[src/rtl/receiving_fsm_if.sv]
// Byte-in / word-out bundle between the UART receiver, the word assembler and the I/O hub.
// The cs_err_o flag exists only when RX_CHECKSUM_EN is defined.
interface receiving_fsm_if;
  logic [7:0]  rx_byte_i;
  logic        rx_valid_i;
  logic [15:0] word_o;
  logic        word_valid_o;
  logic        word_ready_i;
  logic        overflow_o;
  logic        timeout_o;
  logic        clr_err_i;
`ifdef RX_CHECKSUM_EN
  logic        cs_err_o;
`endif

  modport slave (
    input  rx_byte_i, rx_valid_i, word_ready_i, clr_err_i,
    output word_o, word_valid_o, overflow_o, timeout_o
`ifdef RX_CHECKSUM_EN
    , output cs_err_o
`endif
  );

  modport master (
    output rx_byte_i, rx_valid_i, word_ready_i, clr_err_i,
    input  word_o, word_valid_o, overflow_o, timeout_o
`ifdef RX_CHECKSUM_EN
    , input cs_err_o
`endif
  );
endinterface

[src/rtl/receiving_fsm.sv]
// Reassembles {high, low} 16-bit words from UART bytes into a one-entry valid/ready buffer.
// RX_CHECKSUM_EN adds a trailing hi^lo checksum byte per word and the cs_err_o flag.
module receiving_fsm #(
  parameter int TIMEOUT = 50000,
  parameter int TO_W    = 16
) (
  input  logic          clk_i,
  input  logic          rst_i,
  receiving_fsm_if.slave bus
);
`ifdef RX_CHECKSUM_EN
  typedef enum logic [1:0] {WAIT_H = 2'd0, WAIT_L = 2'd1, WAIT_CS = 2'd2} state_t;
`else
  typedef enum logic {WAIT_H = 1'b0, WAIT_L = 1'b1} state_t;
`endif

  localparam logic [TO_W-1:0] TO_LAST = (TIMEOUT == 0) ? '0 : TO_W'(TIMEOUT - 1);

  state_t          state;
  logic [7:0]      hi_reg;
  logic [TO_W-1:0] to_cnt;
  logic [15:0]     word_q;
  logic            vld_q, ovf_q, to_q;
  logic            commit, drop, to_evt;
  logic [15:0]     new_word;
`ifdef RX_CHECKSUM_EN
  logic [7:0]      lo_reg;
  logic            cs_q, cs_bad;
`endif

  always_comb begin
    // A byte arriving in the expiry cycle suppresses the timeout.
    to_evt = (TIMEOUT != 0) && (state != WAIT_H) && !bus.rx_valid_i && (to_cnt == TO_LAST);
`ifdef RX_CHECKSUM_EN
    new_word = {hi_reg, lo_reg};
    commit   = (state == WAIT_CS) && bus.rx_valid_i && (bus.rx_byte_i == (hi_reg ^ lo_reg));
    cs_bad   = (state == WAIT_CS) && bus.rx_valid_i && (bus.rx_byte_i != (hi_reg ^ lo_reg));
`else
    new_word = {hi_reg, bus.rx_byte_i};
    commit   = (state == WAIT_L) && bus.rx_valid_i;
`endif
    drop = commit && vld_q && !bus.word_ready_i;
  end

  always_ff @(posedge clk_i or posedge rst_i) begin
    if (rst_i) begin
      state  <= WAIT_H;
      hi_reg <= '0;
      to_cnt <= '0;
      word_q <= '0;
      vld_q  <= 1'b0;
      ovf_q  <= 1'b0;
      to_q   <= 1'b0;
`ifdef RX_CHECKSUM_EN
      lo_reg <= '0;
      cs_q   <= 1'b0;
`endif
    end else begin
      case (state)
        WAIT_H:
          if (bus.rx_valid_i) begin
            hi_reg <= bus.rx_byte_i;
            to_cnt <= '0;
            state  <= WAIT_L;
          end
        WAIT_L:
          if (bus.rx_valid_i) begin
`ifdef RX_CHECKSUM_EN
            lo_reg <= bus.rx_byte_i;
            to_cnt <= '0;
            state  <= WAIT_CS;
`else
            state  <= WAIT_H;
`endif
          end else if (to_evt) state <= WAIT_H;
          else                 to_cnt <= to_cnt + 1'b1;
`ifdef RX_CHECKSUM_EN
        WAIT_CS:
          if (bus.rx_valid_i || to_evt) state <= WAIT_H;
          else                          to_cnt <= to_cnt + 1'b1;
`endif
        default: state <= WAIT_H;
      endcase

      // A commit with a simultaneous consume replaces the buffered word in place.
      if (commit && !drop) begin
        word_q <= new_word;
        vld_q  <= 1'b1;
      end else if (vld_q && bus.word_ready_i) begin
        vld_q  <= 1'b0;
      end

      ovf_q <= (ovf_q && !bus.clr_err_i) || drop;
      to_q  <= (to_q  && !bus.clr_err_i) || to_evt;
`ifdef RX_CHECKSUM_EN
      cs_q  <= (cs_q  && !bus.clr_err_i) || cs_bad;
`endif
    end
  end

  assign bus.word_o       = word_q;
  assign bus.word_valid_o = vld_q;
  assign bus.overflow_o   = ovf_q;
  assign bus.timeout_o    = to_q;
`ifdef RX_CHECKSUM_EN
  assign bus.cs_err_o     = cs_q;
`endif
endmodule

[src/flat_wrapper.sv]
// flat-port wrapper written by rule: the top's interface ports become plain ports
module receiving_fsm_flat 
#(
  parameter int TIMEOUT = 50000,
  parameter int TO_W    = 16
)
  (clk_i, rst_i, bus_rx_byte_i, bus_rx_valid_i, bus_word_ready_i, bus_clr_err_i, bus_word_o, bus_word_valid_o, bus_overflow_o, bus_timeout_o);
  receiving_fsm_if bus_i ();
  input  logic clk_i;
  input  logic rst_i;
  input wire logic [$bits(bus_i.rx_byte_i)-1:0] bus_rx_byte_i;
  input wire logic [$bits(bus_i.rx_valid_i)-1:0] bus_rx_valid_i;
  input wire logic [$bits(bus_i.word_ready_i)-1:0] bus_word_ready_i;
  input wire logic [$bits(bus_i.clr_err_i)-1:0] bus_clr_err_i;
  output wire logic [$bits(bus_i.word_o)-1:0] bus_word_o;
  output wire logic [$bits(bus_i.word_valid_o)-1:0] bus_word_valid_o;
  output wire logic [$bits(bus_i.overflow_o)-1:0] bus_overflow_o;
  output wire logic [$bits(bus_i.timeout_o)-1:0] bus_timeout_o;
  assign bus_i.rx_byte_i = bus_rx_byte_i;
  assign bus_i.rx_valid_i = bus_rx_valid_i;
  assign bus_i.word_ready_i = bus_word_ready_i;
  assign bus_i.clr_err_i = bus_clr_err_i;
  assign bus_word_o = bus_i.word_o;
  assign bus_word_valid_o = bus_i.word_valid_o;
  assign bus_overflow_o = bus_i.overflow_o;
  assign bus_timeout_o = bus_i.timeout_o;
  receiving_fsm #(.TIMEOUT(TIMEOUT), .TO_W(TO_W)) u_core (.clk_i(clk_i), .rst_i(rst_i), .bus(bus_i));
endmodule
[config.mk]
export PLATFORM = sky130hd
export DESIGN_NAME = receiving_fsm_flat
export DESIGN_NICKNAME = d
export VERILOG_FILES = /design/src/rtl/receiving_fsm_if.sv /design/src/rtl/receiving_fsm.sv /design/src/flat_wrapper.sv
export SDC_FILE = /design/constraint.sdc
export NUM_CORES = 1
export LEC_CHECK = 0
export ABC_AREA = 1
export ABC_CLOCK_PERIOD_IN_PS = 1950
export BUFFER_PORTS_ARGS = -buffer_cell sky130_fd_sc_hd__buf_2
export CAP_MARGIN = 25
export CORE_UTILIZATION = 44
export CTS_BUF_LIST = sky130_fd_sc_hd__clkbuf_16
export DETAILED_ROUTE_END_ITERATION = 12
export PLACE_DENSITY = 0.61
export SLEW_MARGIN = 20
export SYNTH_ARGS = -nofsm -noshare
export SYNTH_HDL_FRONTEND = slang
export SYNTH_SLANG_ARGS = --single-unit
[constraint.sdc]
create_clock -name clk_i -period 1.95 [get_ports clk_i]
set_clock_uncertainty 0.05 [all_clocks]
set_input_delay 0.2925 -clock clk_i [delete_from_list [all_inputs] [get_ports clk_i]]
set_output_delay 0.2925 -clock clk_i [all_outputs]
set_load 0.02 [all_outputs]
; After elaboration in Yosys (flattened, before gate mapping)
; Index checks and enable logic that the tools add are counted.
[classes]
addsub = 1
eq_ne = 4
mux = 10
bitwise_logic = 1
reduce_logical = 18
[op_table]
columns = operator, count
row1 = 2-to-1 mux 16 bit, 3
row2 = one-hot mux 16 bit (2 select lines), 1
row3 = adder 16 x 1 -> 16 bit (second input constant), 1
row4 = == test 16 bit (second input constant), 1
row5 = logical AND 1 bit, 9
row6 = != test 2 bit (second input constant), 3
row7 = 2-to-1 mux 1 bit, 5
row8 = logical NOT 1 bit, 4
row9 = AND reduction 3 bit, 1
row10 = logical OR 1 bit, 2
row11 = one-hot mux 1 bit (2 select lines), 1
row12 = AND reduction 2 bit, 1
row13 = nonzero test 2 bit, 1
row14 = inverter 1 bit, 1
[word_totals]
ff_bits = 44
in_bits = 13
elab_cells = 41

; Longest topological paths before layout
[logic_depth]
ltp_word = 6
depth_mapped = 9
ltp_nobuf = 9

; Worst setup path after synthesis
; No wires, ideal clock.
[synth_path]
path_type = register to register
from = reg u_core.to_cnt[0]
to = reg u_core.to_cnt[11]
setup_time_ns = 0.126
t_arrival_ns = 1.301
path_slack_ns = 0.473
stages_incl_launch_ff = 8
n_path_buf = 1
path_cell_list = dfrtp_1 > ha_1 > nand3_4 > nor2_4 > nand2_2 > a21oi_4 > buf_6 > o21ai_0
[synth_between]
elab_chain_cells = 4
word_cells_on_any_way = 8
cone_classes = add/sub: 1 / eq/ne: 2 / mux: 3 / reduce/logical: 2
[synth_lines]
columns = item, line
row1 = "start, declared", receiving_fsm.sv:21  ; logic [TO_W-1:0] to_cnt;
row2 = "start signal, assigned", receiving_fsm.sv:76  ; else to_cnt <= to_cnt + 1'b1;
row3 = adder 16 x 1 -> 16 bit / == test 16 bit (equally long branches), "receiving_fsm.sv:76, receiving_fsm.sv:33"
row4 = 2-to-1 mux 16 bit / logical AND 1 bit (equally long branches), "receiving_fsm.sv:75, receiving_fsm.sv:33"
row5 = 2-to-1 mux 16 bit / != test 2 bit (equally long branches), --
row6 = one-hot mux 16 bit (2 select lines) / AND reduction 3 bit (equally long branches), --
; Parallel ways exist; a longest one is shown, timed or not. The select of a mux whose other input is x is not followed.
; A chain may end at the register's enable or synchronous reset.

; Worst setup path after layout
[layout_path]
from = reg u_core.to_cnt[0]
to = reg u_core.to_cnt[10]
; Same word-level chain as after synthesis.

==> results.md <==
* Outcome: finished clean
* Initial antenna violation count at 0
* Die Area at ~5100 sq um
* Hold depth at 2
* Static Leak at roughly 1.3 nW
* Routed length per instance at between 10 and 15 microns
* Layout Nets at 312
* Yosys cell types at 23
* Max-slew violation count at 0
* Area Growth Syn to Fin at 19.74%
* GP Congestion at between 0.8 and 0.9
* Share of cells above drive strength 1 at 0.1739
* WL met3 at about 180 microns
* Antenna diode instance count at 0
* Unrepaired setup endpoints after global routing: false
* Row count at 24
* Die Ht at approximately 71 microns
* Post-synth EDFFs at 0
* CTS sink cnt at 44
* TritonCTS buffer count at 5
* Synth Flop Type: dfrtp_1
* Post-synthesis register bit count at 44
* CP Max Fanout at 5
* Max-cap violation count at 0
* Leading area contributor after synthesis: dfrtp_1
* Place WS at ~0.34 ns
* Largest net degree at the start of global routing at 33
* Post-Synth Simple-Gate Area at 0.2413
* # Post-CTS Setup Buffers at 0
* Sw Ratio at 0.2972
* Reg2reg path depth at 7
* Setup TNS at 0 ns
* Synth top cells by count: nand2_1 (74), dfrtp_1 (44), inv_1 (36)
* Most common cell in the netlist: nand2_1
* Main combinational cell family by area after synthesis: simple AND/OR/NAND/NOR gates
* DRC Markers at 0
* Antenna Nets Post-Route at 0
* HP Class: primary input to flip-flop
* Ys Warns at 0
* Worst-path clk slew at about 0.06 ns
* HP Start: bus_clr_err_i
* Worst path max stage delay at 0.40 ns
* CP Capture Type: flip-flop
* Setup slack after layout at between 0.3 and 0.4 ns
* Tcrit/Tclk final at 0.8261
* Hpwl dp at 2.922 mm
* End of the worst hold path: u_core.bus.overflow_o
* Synth Area in Adders at 0.005928
* Max Used Layer: met4
* Initial DRC count at roughly 70
* H-Tree Depth at 2
* Compound-gate portion of the synthesized area at 0.1108
* Internal at ~1.9 mW
* Max Freq at approximately 620 MHz
* I/O pin count at 32
* Final wirelength at between 4 and 5 mm
* Clock power share at 0.352
* Max Root-Sink Buffers at 2
* Core outline area at between 4000 and 5000 sq um
* Crit path DAT at 1.76 ns
* Syn_area_per_cell at about 8 sq um
* CTS tree: yes
* Syn Nets at 273
* Most common cell on crit path: nand2_1
* Synth Area in XOR/XNOR at 0.02905
* Flop2flop setup slack at between 0.3 and 0.4 ns
* WP buf/inv at 0
* Worst-path cell chain: ha_1 > nand3_4 > nor2_1 > nand2_1 > nand2_1 > nand3_1 > o21ai_0
* Sequential area share after synthesis at 0.5216
* Vias in the first global route at about 1,600
* Global route overflow at 0
* Setup crit start kind: flip-flop
* Crit path max-delay family: simple AND/OR/NAND/NOR gates
* Worst EP required at 2.10 ns
* Post-DR vias/cell at approximately 4.8
* Ys async rst share at 1.000
* DR vias at approximately 1,700
* Psw at roughly 800 uW
* Final setup vio count at 0
* Top-area cell type share of the netlist area at 0.5216
* Initial core utilization at 0.4718
* Mapped cell area at 2111 sq um
* Multiplexer share of the synthesized area at 0.005335
* Global-route wire length before repair at 7.134 mm
* Met2 wire len at roughly 1.8 mm
* Power share of the combinational group at 0.211
* Synth area leaders: dfrtp_1 (52%), nand2_1 (13%), o21ai_0 (8.3%)
* Clk_lat worst skew at between 0.2 and 0.3 ns
* Final Hold Vio Count at 0
* WL met1 at about 2 mm
* Slowest CP cell: dfrtp_1
* Critical R2R Launch: u_core.to_cnt[0]
* Worst reg2reg path endpoint: u_core.to_cnt[10]
* Final worst path period need at between 1.5 and 2 ns
* Worst Tran Pin Value at between 0.6 and 0.7 ns
* Root buffer selected by CTS: clkbuf_16
* Crit Path Class: flip-flop to flip-flop
* Syn Inst Count at between 200 and 300
* Slew margin rel. at 0.5460
* DRT Pass-1 Iters at 5
* Pwr per Cell Area at around 1100 nW/um^2
* GRT Resource Usage Total at 0.1829
* Seq pwr share at 0.437
* Worst ir drop on vdd at 0.0006760 V
* Die Wd at 71.26 microns
* IO buf count at 31
==> worst register-to-register path: cells and delay by family, from the launching register on <==
kind / cells / cell delay, ns
adders and majority gates: 1 / 0.25
and+or+nand+nor: 5 / 0.66
DFF: 1 / 0.40
AOI/OAI and AO/OA: 1 / 0.18
==> power by group through the flow <==
stage          clock, mW  sequential [mW]  combinational, mW
2_1_floorplan          0             1.31              0.235
3_3_place_gp           0             1.18              0.568
3_5_place_dp           0             1.18              0.575
4_1_cts            0.963             1.17              0.577
5_1_grt            0.996             1.19              0.631
6_report           0.940             1.17              0.563
==> through the flow <==
stage | instances | hold slack [ns] | power, mW | util | cell area, sq um
3_3_place_gp | 342 | 0.2842 | 1.744 | 0.5252 | 2350
3_5_place_dp | 342 | 0.2874 | 1.755 | 0.5252 | 2350
6_report | 351 | 0.1438 | 2.670 | 0.5649 | 2527
4_1_cts | 351 | 0.1392 | 2.708 | 0.5649 | 2527
5_1_grt | 351 | 0.1527 | 2.814 | 0.5649 | 2527
2_1_floorplan | 259 | 0.3344 | 1.548 | - | 2111
==> repair_timing <==
action / 4_1_cts / 5_1_grt
hold buffers: 1 / 0
hold endpoints to repair: 17 / 0
gates resized for setup: 0 / 0
==> cell families (layout without fill, tap and decap cells) <==
kind of cell               count (synthesis)  after routing
and+or+nand+nor                          121            121
DFF                                       44             44
buffers and inverters                     43             83
AOI/OAI and AO/OA                         42             42
xor gates and xnor gates                   7              7
adders and majority gates                  1              1
muxes                                      1              1
==> placed cells by master (no fill, tap or decap), types with 2 or more instances in the layout <==
master and n:
nand2_1 74, dfrtp_1 44, inv_1 35, o21ai_0 35, buf_2 31, nor2_1 23
nand3_1 17, buf_4 6, xor2_1 5, clkbuf_16 5, o21bai_1 3, nand4_1 3
nand2_2 2, xnor2_1 2
==> per-layer routing <==
layer | track usage | vias to the layer above
met5 | 0 | -
li1 | - | 894
met3 | 0.03938 | 6
met2 | 0.2783 | 41
met1 | 0.2565 | 737
met4 | 0.07333 | 0
==> final cells by class <==
class	instances	area, sq um
Clock buffer	5	125.1
Clock inverter	3	42.54
Fill cell	390	1947
Inverter	36	135.1
Multi-Input combinational cell	172	828.3
Sequential cell	44	1101
Tap cell	52	65.06
Timing Repair Buffer	39	230.2
==> how the worst max path moves through the flow <==
stage,from,end,slack [ns],depth (start not counted)
2_1_floorplan,u_core.to_cnt[0],u_core.to_cnt[11],0.47,7
3_3_place_gp,u_core.to_cnt[0],u_core.to_cnt[10],0.38,7
3_5_place_dp,u_core.to_cnt[0],u_core.to_cnt[10],0.34,7
4_1_cts,u_core.to_cnt[0],u_core.to_cnt[10],0.32,7
5_1_grt,u_core.to_cnt[0],u_core.to_cnt[10],0.14,7
6_report,u_core.to_cnt[0],u_core.to_cnt[10],0.34,7
Note: power is estimated with default switching activity, not from simulation.
